### config.mk
export PLATFORM = sky130hd
export DESIGN_NAME = assert_fail_monitor
export DESIGN_NICKNAME = d
export VERILOG_FILES = /design/src/rtl/assert_fail_monitor.sv
export SDC_FILE = /design/constraint.sdc
export NUM_CORES = 1
export LEC_CHECK = 0
export BUFFER_PORTS_ARGS = -buffer_cell sky130_fd_sc_hd__buf_2
export CAP_MARGIN = 15
export CELL_PAD_IN_SITES_DETAIL_PLACEMENT = 1
export CELL_PAD_IN_SITES_GLOBAL_PLACEMENT = 2
export CORE_MARGIN = 2
export CORE_UTILIZATION = 40
export DETAILED_ROUTE_END_ITERATION = 8
export GPL_ROUTABILITY_DRIVEN = 0
export HOLD_SLACK_MARGIN = 0.12
export PLACE_DENSITY_LB_ADDON = 0.25
export SYNTH_ARGS = -nofsm -noshare
export SYNTH_HDL_FRONTEND = slang
export SYNTH_SLANG_ARGS = --single-unit
### constraint.sdc
create_clock -name clk -period 3.26 [get_ports clk]
set_clock_uncertainty 0.05 [all_clocks]
set_input_delay 0.163 -clock clk [delete_from_list [all_inputs] [get_ports clk]]
set_output_delay 0.163 -clock clk [all_outputs]
set_load 0.1 [all_outputs]
### src/rtl/assert_fail_monitor.sv
// Assertion failure monitor: per-channel saturating fail counters, rate-limited reports
// through one pending slot per channel, first-failure capture and a sticky overflow flag.
module assert_fail_monitor #(
  parameter  int NUM_CH     = 4,
  parameter  int CNT_W      = 8,
  parameter  int TS_W       = 16,
  parameter  int MAX_REPORT = 2,
  localparam int CH_W       = (NUM_CH > 1) ? $clog2(NUM_CH) : 1
) (
  input  logic                    clk,
  input  logic                    rst_n,
  input  logic [NUM_CH-1:0]       chk_valid,
  input  logic [NUM_CH-1:0]       chk_flag,
  input  logic [NUM_CH-1:0]       ch_en,
  input  logic                    clr,
  output logic [NUM_CH*CNT_W-1:0] fail_cnt,
  output logic                    report_valid,
  input  logic                    report_ready,
  output logic [CH_W-1:0]         report_ch,
  output logic [TS_W-1:0]         report_ts,
  output logic                    first_fail_vld,
  output logic [CH_W-1:0]         first_fail_ch,
  output logic [TS_W-1:0]         first_fail_ts,
  output logic                    overflow,
  output logic                    irq
);

  localparam int RPT_W = (MAX_REPORT > 0) ? $clog2(MAX_REPORT + 1) : 1;

  logic [1:0]                        rst_sync_q;
  logic [TS_W-1:0]                   ts_q, ts_d;
  logic [NUM_CH-1:0][CNT_W-1:0]      cnt_q, cnt_d;
  logic [NUM_CH-1:0][RPT_W-1:0]      rpt_q, rpt_d;
  logic [NUM_CH-1:0]                 pend_q, pend_d;
  logic [NUM_CH-1:0][TS_W-1:0]       pend_ts_q, pend_ts_d;
  logic                              rv_q, rv_d;
  logic [CH_W-1:0]                   rch_q, rch_d;
  logic [TS_W-1:0]                   rts_q, rts_d;
  logic                              ffv_q, ffv_d;
  logic [CH_W-1:0]                   ffc_q, ffc_d;
  logic [TS_W-1:0]                   fft_q, fft_d;
  logic                              ovf_q, ovf_d;

  logic [NUM_CH-1:0]                 fail;
  logic [NUM_CH-1:0]                 xfer_oh;
  logic [CH_W-1:0]                   xfer_ch;
  logic [TS_W-1:0]                   xfer_ts;
  logic                              load;
  logic                              elig;

  // Reset asserts asynchronously but releases two edges later, so ts starts clean.
  always_ff @(posedge clk or negedge rst_n) begin
    if (!rst_n) rst_sync_q <= '0;
    else        rst_sync_q <= {rst_sync_q[0], 1'b1};
  end

  always_comb begin
    ts_d      = ts_q + 1'b1;
    cnt_d     = cnt_q;
    rpt_d     = rpt_q;
    pend_ts_d = pend_ts_q;
    rv_d      = rv_q;
    rch_d     = rch_q;
    rts_d     = rts_q;
    ffv_d     = ffv_q;
    ffc_d     = ffc_q;
    fft_d     = fft_q;
    ovf_d     = ovf_q;
    xfer_oh   = '0;
    xfer_ch   = '0;
    xfer_ts   = '0;
    elig      = 1'b0;
    load      = ~rv_q | report_ready;
    fail      = chk_valid & ch_en & ~chk_flag;

    if (load) begin
      for (int i = NUM_CH - 1; i >= 0; i--) begin
        if (pend_q[i]) begin
          xfer_oh    = '0;
          xfer_oh[i] = 1'b1;
          xfer_ch    = CH_W'(i);
          xfer_ts    = pend_ts_q[i];
        end
      end
      rv_d = |xfer_oh;
      if (|xfer_oh) begin
        rch_d = xfer_ch;
        rts_d = xfer_ts;
      end
    end
    pend_d = pend_q & ~xfer_oh;

    // A slot freed by this edge's transfer can take a new failure without overflow.
    for (int i = 0; i < NUM_CH; i++) begin
      if (fail[i]) begin
        if (cnt_q[i] != '1) cnt_d[i] = cnt_q[i] + 1'b1;
        elig = (MAX_REPORT == 0) || (int'(rpt_q[i]) < MAX_REPORT);
        if (elig) begin
          if (rpt_q[i] != '1) rpt_d[i] = rpt_q[i] + 1'b1;
          if (pend_d[i]) begin
            ovf_d = 1'b1;
          end else begin
            pend_d[i]    = 1'b1;
            pend_ts_d[i] = ts_q;
          end
        end
      end
    end

    if (!ffv_q) begin
      for (int i = NUM_CH - 1; i >= 0; i--) begin
        if (fail[i]) begin
          ffv_d = 1'b1;
          ffc_d = CH_W'(i);
          fft_d = ts_q;
        end
      end
    end

    if (clr || !rst_sync_q[1]) begin
      cnt_d     = '0;
      rpt_d     = '0;
      pend_d    = '0;
      pend_ts_d = '0;
      rv_d      = 1'b0;
      rch_d     = '0;
      rts_d     = '0;
      ffv_d     = 1'b0;
      ffc_d     = '0;
      fft_d     = '0;
      ovf_d     = 1'b0;
    end
    if (!rst_sync_q[1]) ts_d = '0;
  end

  always_ff @(posedge clk or negedge rst_n) begin
    if (!rst_n) begin
      ts_q      <= '0;
      cnt_q     <= '0;
      rpt_q     <= '0;
      pend_q    <= '0;
      pend_ts_q <= '0;
      rv_q      <= 1'b0;
      rch_q     <= '0;
      rts_q     <= '0;
      ffv_q     <= 1'b0;
      ffc_q     <= '0;
      fft_q     <= '0;
      ovf_q     <= 1'b0;
    end else begin
      ts_q      <= ts_d;
      cnt_q     <= cnt_d;
      rpt_q     <= rpt_d;
      pend_q    <= pend_d;
      pend_ts_q <= pend_ts_d;
      rv_q      <= rv_d;
      rch_q     <= rch_d;
      rts_q     <= rts_d;
      ffv_q     <= ffv_d;
      ffc_q     <= ffc_d;
      fft_q     <= fft_d;
      ovf_q     <= ovf_d;
    end
  end

  assign fail_cnt       = cnt_q;
  assign report_valid   = rv_q;
  assign report_ch      = rch_q;
  assign report_ts      = rts_q;
  assign first_fail_vld = ffv_q;
  assign first_fail_ch  = ffc_q;
  assign first_fail_ts  = fft_q;
  assign overflow       = ovf_q;
  assign irq            = ffv_q | ovf_q;

endmodule

# After elaboration in Yosys (flattened, before gate mapping)
# Index checks and enable logic that the tools add are counted.
# totals
register_bits	165
latch_bits	0
mem_bits_rw	0
rom_bits	0
n_memories	0
# classes
addsub	9
mul	0
div	0
order_cmp	4
eq_ne	13
shifts	0
mux	98
n_bitwise	8
reduce_logical	36
# ops
operator	n
16-bit two-way mux	26
8-bit two-way mux	9
64-bit two-way mux	1
2-bit two-way mux	25
2-bit nonzero test	18
8-bit by 1-bit adder with 8-bit output, second input constant	4
32-bit two-way mux	1
8-bit != test, second input constant	4
1-bit two-way mux	29
4-bit two-way mux	7
3-bit AND reduction	8
16-bit by 1-bit adder with 16-bit output, second input constant	1
4-bit bitwise AND	3
2-bit AND reduction	6
2-bit by 1-bit != test with 1-bit output, second input constant	5
2-bit by 1-bit adder with 2-bit output, second input constant	4
2-bit < comparator, second input constant	4
2-bit != test, second input constant	4
4-bit NOT	2
5-bit nonzero test	1
4-bit OR reduction	1
1-bit OR	2
1-bit zero test	1
1-bit logical OR	1
1-bit NOT	1

# Depth between registers and ports, before layout
# Gate-level depths: netlist of the first run.
# logic_depth
depth_word	21
mapped_depth	7
ltp_nobuf	5

# Worst setup path before layout of the first run
# OpenSTA, ideal clock, no wires.
# synth_path
path_kind	register -> register
start	reg cnt_q, in the netlist fail_cnt[16]
end	reg cnt_q, in the netlist fail_cnt[17]
setup_time_ns	0.132
t_arrival_ns	2.086
required_ns	3.078
setup_slack_ns	0.993
path_stages_with_launch	6
synth_period_minus_slack_ns	2.267
cell_sequence	dfrtp_1 > ha_1 > nand4_1 > o21ai_0 > mux2i_1 > nor2_1
# synth_between
elab_chain_cells	4
word_cells_on_any_way	7
# synth_rtl
item	line	source
start: declaration	32	logic [NUM_CH-1:0][CNT_W-1:0] cnt_q, cnt_d;
start signal: assignment	152	cnt_q <= cnt_d;
8-bit by 1-bit adder with 8-bit output	96	if (cnt_q[i] != '1) cnt_d[i] = cnt_q[i] + 1'b1;
8-bit two-way mux	96	
8-bit two-way mux	95	if (fail[i]) begin
32-bit two-way mux	120	if (clr || !rst_sync_q[1]) begin
# Parallel ways exist; a longest one is shown, timed or not. The select of a mux whose other input is x is not followed.
# A chain may end at the register's enable or synchronous reset.

# Worst setup path after layout of the first run
# layout_path
start	reg pend_q[0]
end	reg rch_q[0] (netlist: report_ch[0])
# layout_between
elab_chain_cells	5
word_cells_on_any_way	9
# layout_rtl
item	line	source
start: declaration	34	logic [NUM_CH-1:0] pend_q, pend_d;
start signal: assignment	154	pend_q <= pend_d;
4-bit two-way mux	78	if (pend_q[i]) begin
4-bit two-way mux	76	if (load) begin
4-bit OR reduction	86	if (|xfer_oh) begin
2-bit nonzero test (no line)	--	
2-bit AND reduction (no line)	--	
end signal: assignment	157	rch_q <= rch_d;
end: declaration	37	logic [CH_W-1:0] rch_q, rch_d;
# Parallel ways exist; a longest one is shown, timed or not. The select of a mux whose other input is x is not followed.

==> results.toml, run 1 <==
[clock_tree]
root_buffer = "clkbuf_16"
insertion_delay_ps = 420
clock_sinks = 165
tritoncts = "yes"
cts_made_buffers = 17
clkTransAtPathRegs_ps = 70
clk_path_buf_depth = 2
htreeDepth = 4

[die]
core_sq_um = 19500
die_y_microns = 145
num_io_pins = 88
start_util = 0.408
die-area_sq_um = 21100
die_w_microns = 145
fp-row-count = 51

[grt]
grt_pass1_vias = 6737
grt_use_met3 = 0.0440
grtUsageMet1 = 0.312
grt_max_degree = 112
grt_pass1_wl_microns = 37500
grt_usage = 0.221
use_met2 = 0.358
busiest_layer = "met2"
overflow = 0
antenna_found_initial = 0

[layout]
antenna_cells = 0
utilization = 0.471
final_nets = 884
seqCellArea_sq_um = 4130
fillers = 2238
multi_input_area_sq_um = 3410
drive_gt1_frac = 0.177
mostFrequentLayoutCells = "165 x dfrtp_1, 102 x a21oi_1, 86 x buf_2"
syn2layout_area_growth_pct = 15.4
layout_commonest_cell = "dfrtp_1"

[setup_path]
reg2reg_slack_ps = 1110
cp.required_ps = 3500
worst_setup_path_start_kind = "flip-flop"
endpoint_kind = "flip-flop"
cp.arrival_ps = 2390
path_max_fanout = 19
path_class = "flip-flop to flip-flop"

[yosys]
synthCells = 798
yosysWarnings = 0
ys_seq_area_frac = 0.518
synth_enable_flop_cells = 0
yosys_register_bits = 165
netlist_area_sq_um = 7970
synth_nets = 823
yosysUniqueCellTypes = 58
synth_ff_type = "dfrtp_1"
syn_avg_cell_area_sq_um = 9.98
ys_async_sr_fraction = 1.00

[detailed_routing]
drt_iter0_drc = 425
vias_per_cell = 5.77
wl_per_cell_microns = 20.0
dr.pass1.iters = 4
drc_errors = 0
antenna_left = 0
via_count = 6551
wl_microns = 22700

[outcome]
outcome = "finished, final reports clean"

[timing]
worst-slew-pin-transition_ps = 919
slew_viol_final = 0
finalCritPeriodShare = 0.661
period_needed_ps = 2150
slew_headroom = 0.387
setup_violations = 0
finalHoldViolCount = 0
tns_ps = 0
grt_setup_unrepaired = "false"
fmax_mhz = 464

[power_and_ir_drop]
power_density_nw_per_um2 = 495
cellLeakagePower_nw = 4.19
worst_ir_drop_vdd_v = 0.000283

[place]
hpwl_microns = 14900
portBuffers = 87

[worst_hold_path]
hp-class = "primary input to flip-flop"

[run]
maxCapViolCount = 0
==> stage by stage <==
| stage | area (sq um) | power, W | hold slack (ps) | setup slack, ps | instances |
|---|---|---|---|---|---|
| 2_1_floorplan | 7970 | 0.00232 | -183 | 993 | 798 |
| 3_3_place_gp | 8540 | 0.00243 | 157 | 1160 | 1103 |
| 3_5_place_dp | 8540 | 0.00244 | 158 | 1050 | 1103 |
| 4_1_cts | 9190 | 0.00460 | 183 | 1050 | 1136 |
| 5_1_grt | 9190 | 0.00471 | 219 | 904 | 1136 |
| 6_report | 9190 | 0.00455 | 197 | 1110 | 1136 |
==> worst paths after layout <==
check	from	endpoint	depth (start not counted)
setup / recovery	pend_q[0]	report_ch[0]	4
hold / removal	ch_en[3]	first_fail_ch[1]	5
setup reg to reg	pend_q[0]	report_ch[0]	4
hold reg to reg	rst_sync_q[0]	rst_sync_q[1]	0
max in group asynchronous	rst_n	pend_ts_q[55]	3
min in group asynchronous	rst_n	fail_cnt[1]	2
==> flip-flops by register name, summed over array words and instances, names as in the netlist <==
signal,cells
fail_cnt,32
first_fail_ch,2
first_fail_ts,16
first_fail_vld,1
overflow,1
pend_q,4
pend_ts_q,64
report_ch,2
report_ts,16
report_valid,1
rpt_q,8
rst_sync_q,2
ts_q,16
==> critical path, cell delays in order (launching register included) <==
cell and delay, ps:
dfrtp_1 580, nor4_1 470, or2_1 660, or3_1 200, a21oi_1 60
==> per-layer routing <==
layer / wire (microns) / vias up / share of wire
met1: 10600 / 3355 / 0.47
li1: - / 3014 / -
met4: 168 / 0 / 0.0074
met3: 1180 / 15 / 0.052
met5: 0 / - / 0
met2: 10800 / 167 / 0.47
==> timing repair <==
item | CTS | global route
setup buffers | 0 | 0
resized for setup | 0 | 0
hold buffers | 2 | 0
hold endpoints to repair | 64 | 0
==> cells in the mapped netlist (7+ instances only) <==
cell,number,share of area
clkbuf_1,27,0.013
nor2_1,60,0.028
nand2_1,23,0.011
a221oi_1,16,0.018
a211o_1,17,0.019
or3_1,9,0.0071
and2_1,11,0.0086
nor3_1,11,0.0069
buf_2,21,0.013
mux2i_1,21,0.026
xnor2_1,11,0.012
xor2_1,12,0.013
o21ai_1,10,0.0063
a22o_1,17,0.019
buf_6,7,0.0099
nand3_1,64,0.040
o21ai_0,69,0.043
inv_1,21,0.0099
dfrtp_1,165,0.52
a21oi_1,102,0.064
buf_4,8,0.0075
nand4_1,11,0.0086
ha_1,9,0.014
==> power by group <==
part	total [W]	internal (W)	switching (W)
Sequential	0.00209	0.00206	0.0000261
Combinational	0.000307	0.0000659	0.000241
Clock	0.00215	0.00132	0.000829
Total	0.00455	0.00345	0.00110
==> layout make-up <==
cell class,instances,area share
sequential,165,0.449
multi-input combinational,547,0.371
timing repair buffer,107,0.0663
clock buffer,19,0.0493
tap,265,0.0361
clock inverter,12,0.0192
inverter,21,0.00857
==> kinds of logic (layout without fill, tap and decap cells) <==
| family | after synthesis | count (layout) | synth area share |
|---|---|---|---|
| adder cells (fa/ha/maj) | 9 | 9 | 0.0141 |
| buffers and inverters | 86 | 159 | 0.0542 |
| other | 1 | 1 | 0.000471 |
| AO/OA/AOI/OAI | 267 | 267 | 0.210 |
| AND/OR/NAND/NOR | 226 | 226 | 0.151 |
| XOR/XNOR | 23 | 23 | 0.0253 |
| flip-flops | 165 | 165 | 0.518 |
| multiplexers | 21 | 21 | 0.0264 |
No activity file was read; power rests on OpenSTA's default activity.
==> run 2, diff against run 1 <==
ABC_AREA = 1   (was unset)
CORE_UTILIZATION = 31   (was 40)
clock period = 1.8 ns   (was 3.26 ns; I/O delays follow)
==> results.toml, run 2 <==
[setup_path]
worstReg2RegStart = "report_valid"
cp_cell_sequence = "dlygate4sd3_1 -> buf_2 -> nand2_1 -> nor2_2 -> dlygate4sd3_1 -> nand2_1 -> nor2_2 -> inv_1 -> o21ai_0 -> a21oi_1"
worst_setup_path_start_kind = "primary input"
path_class = "primary input to flip-flop"
crit_start = "ch_en[0]"
endpoint_kind = "flip-flop"
slowest_delay_ps = 570
slowest_stage = "dlygate4sd3_1"
cp.required_ps = 2070
path_max_fanout = 3
reg2reg_slack_ps = 160
cp.arrival_ps = 1960

[yosys]
synth_nets = 973
synthTopCellsByArea = "dfrtp_1 53%, nand2_1 12%, o21ai_0 6.7%"
yosysTopAreaCell = "dfrtp_1"
synth_ff_type = "dfrtp_1"
yosys_register_bits = 165
synth_top_area_frac = 0.533
yosysUniqueCellTypes = 33
yosysWarnings = 0
netlist_area_sq_um = 7750
ys_async_sr_fraction = 1.00
yosysMostFrequentCell = "nand2_1"
ys_seq_area_frac = 0.533
syn_avg_cell_area_sq_um = 8.17
synthCells = 948
synth_enable_flop_cells = 0
synth_common_cells = "253 x nand2_1, 165 x dfrtp_1, 104 x o21ai_0"

[clock_tree]
clkTransAtPathRegs_ps = 60
clk_path_buf_depth = 2
clock_sinks = 165
root_buffer = "clkbuf_16"
cts_made_buffers = 17
insertion_delay_ps = 430
htreeDepth = 4
tritoncts = "yes"

[place]
hpwl_microns = 15200
portBuffers = 87
place_ws_ps = 96.1

[power_and_ir_drop]
power_density_nw_per_um2 = 858
worst_ir_drop_vdd_v = 0.000494
p_total_w = 0.00812
cellLeakagePower_nw = 4.56

[detailed_routing]
via_count = 6616
drc_errors = 0
dr.pass1.iters = 4
wl_microns = 21900
drt_iter0_drc = 286
vias_per_cell = 4.73
antenna_left = 0
wl_per_cell_microns = 15.6

[grt]
grt_pass1_wl_microns = 36000
antenna_found_initial = 0
overflow = 0
grt_pass1_vias = 6647
grt_max_degree = 50
grt_usage = 0.173

[timing]
worst-slew-pin-transition_ps = 513
finalHoldViolCount = 0
fin_ws_ps = 101
whs_ps = 147
period_needed_ps = 1700
slew_viol_final = 0
finalCritPeriodShare = 0.944
fmax_mhz = 589
setup_violations = 0
slew_headroom = 0.661

[die]
core_sq_um = 24500
num_io_pins = 88
die_y_microns = 162
die_w_microns = 162
fp-row-count = 57
start_util = 0.317
die-area_sq_um = 26300

[layout]
layout_commonest_cell = "nand2_1"
drive_gt1_frac = 0.196
mostFrequentLayoutCells = "250 x nand2_1, 143 x dfrtp_1, 104 x o21ai_0"
largest_reg_flops = 64
antenna_cells = 0
top_register = "pend_ts_q"
utilization = 0.387
final_nets = 1086
syn2layout_area_growth_pct = 22.2

[outcome]
outcome = "finished, final reports clean"

[worst_hold_path]
hp-class = "primary input to flip-flop"
min_from = "chk_flag[3]"

[run]
maxCapViolCount = 0
-- run 2: what timing repair did --
action,CTS,global route
resized for setup,0,8
setup buffers,0,0
endpoints found under the hold margin,180,0
hold buffers,11,0
endpoints found under the setup margin,0,30
-- run 2: layer usage --
metal	vias to the layer above	global-route usage	wire length, microns
met5	-	0	0
met4	0	0.0503	254
met3	21	0.0268	528
met2	69	0.255	9370
met1	3220	0.262	11700
li1	3306	-	-
-- run 2: final timing paths --
kind / end / depth (start not counted)
max reg2reg: pend_ts_q[61] / 7
min: fail_cnt[24] / 7
max: rpt_q[0] / 10
min reg2reg: rst_sync_q[1] / 0
max in group asynchronous: pend_ts_q[41] / 4
min in group asynchronous: fail_cnt[31] / 3
-- run 2: logic make-up (layout without fill, tap and decap cells) --
logic type,count (synthesis),count (layout),synth area share
and+or+nand+nor,430,431,0.232
AOI/OAI and AO/OA,209,209,0.141
xor gates and xnor gates,5,5,0.00565
DFF,165,165,0.533
buffers and inverters,129,254,0.0733
adders and majority gates,9,9,0.0145
other,1,1,0.000484
-- run 2: stage by stage --
stage | TNS, ps | cells | cell area [sq um]
5_1_grt | -1.54 | 1398 | 9460
3_3_place_gp | 0 | 1354 | 8730
4_1_cts | 0 | 1397 | 9440
3_5_place_dp | 0 | 1354 | 8730
6_report | 0 | 1398 | 9460
2_1_floorplan | 0 | 948 | 7770
-- run 2: power by group --
group / switching, W / leakage, nW / internal [W]
Sequential: 0.0000310 / 2.25 / 0.00375
Combinational: 0.000490 / 2.02 / 0.000150
Clock: 0.00156 / 0.288 / 0.00215
-- run 2: worst max-delay path: cells and delay by family --
kind / cells / cell delay, ps
AND/OR/NAND/NOR: 4 / 410
AO/OA/AOI/OAI: 2 / 190
buffers and inverters: 4 / 1260
-- run 2: area by class of cell --
cell class,count,area [sq um]
inverters,88,330
clock inverters,12,129
well taps,324,405
multi-input cells,655,3080
fillers,2969,15000
clock buffers,20,467
repair buffers,134,897
flip-flops and latches,165,4160
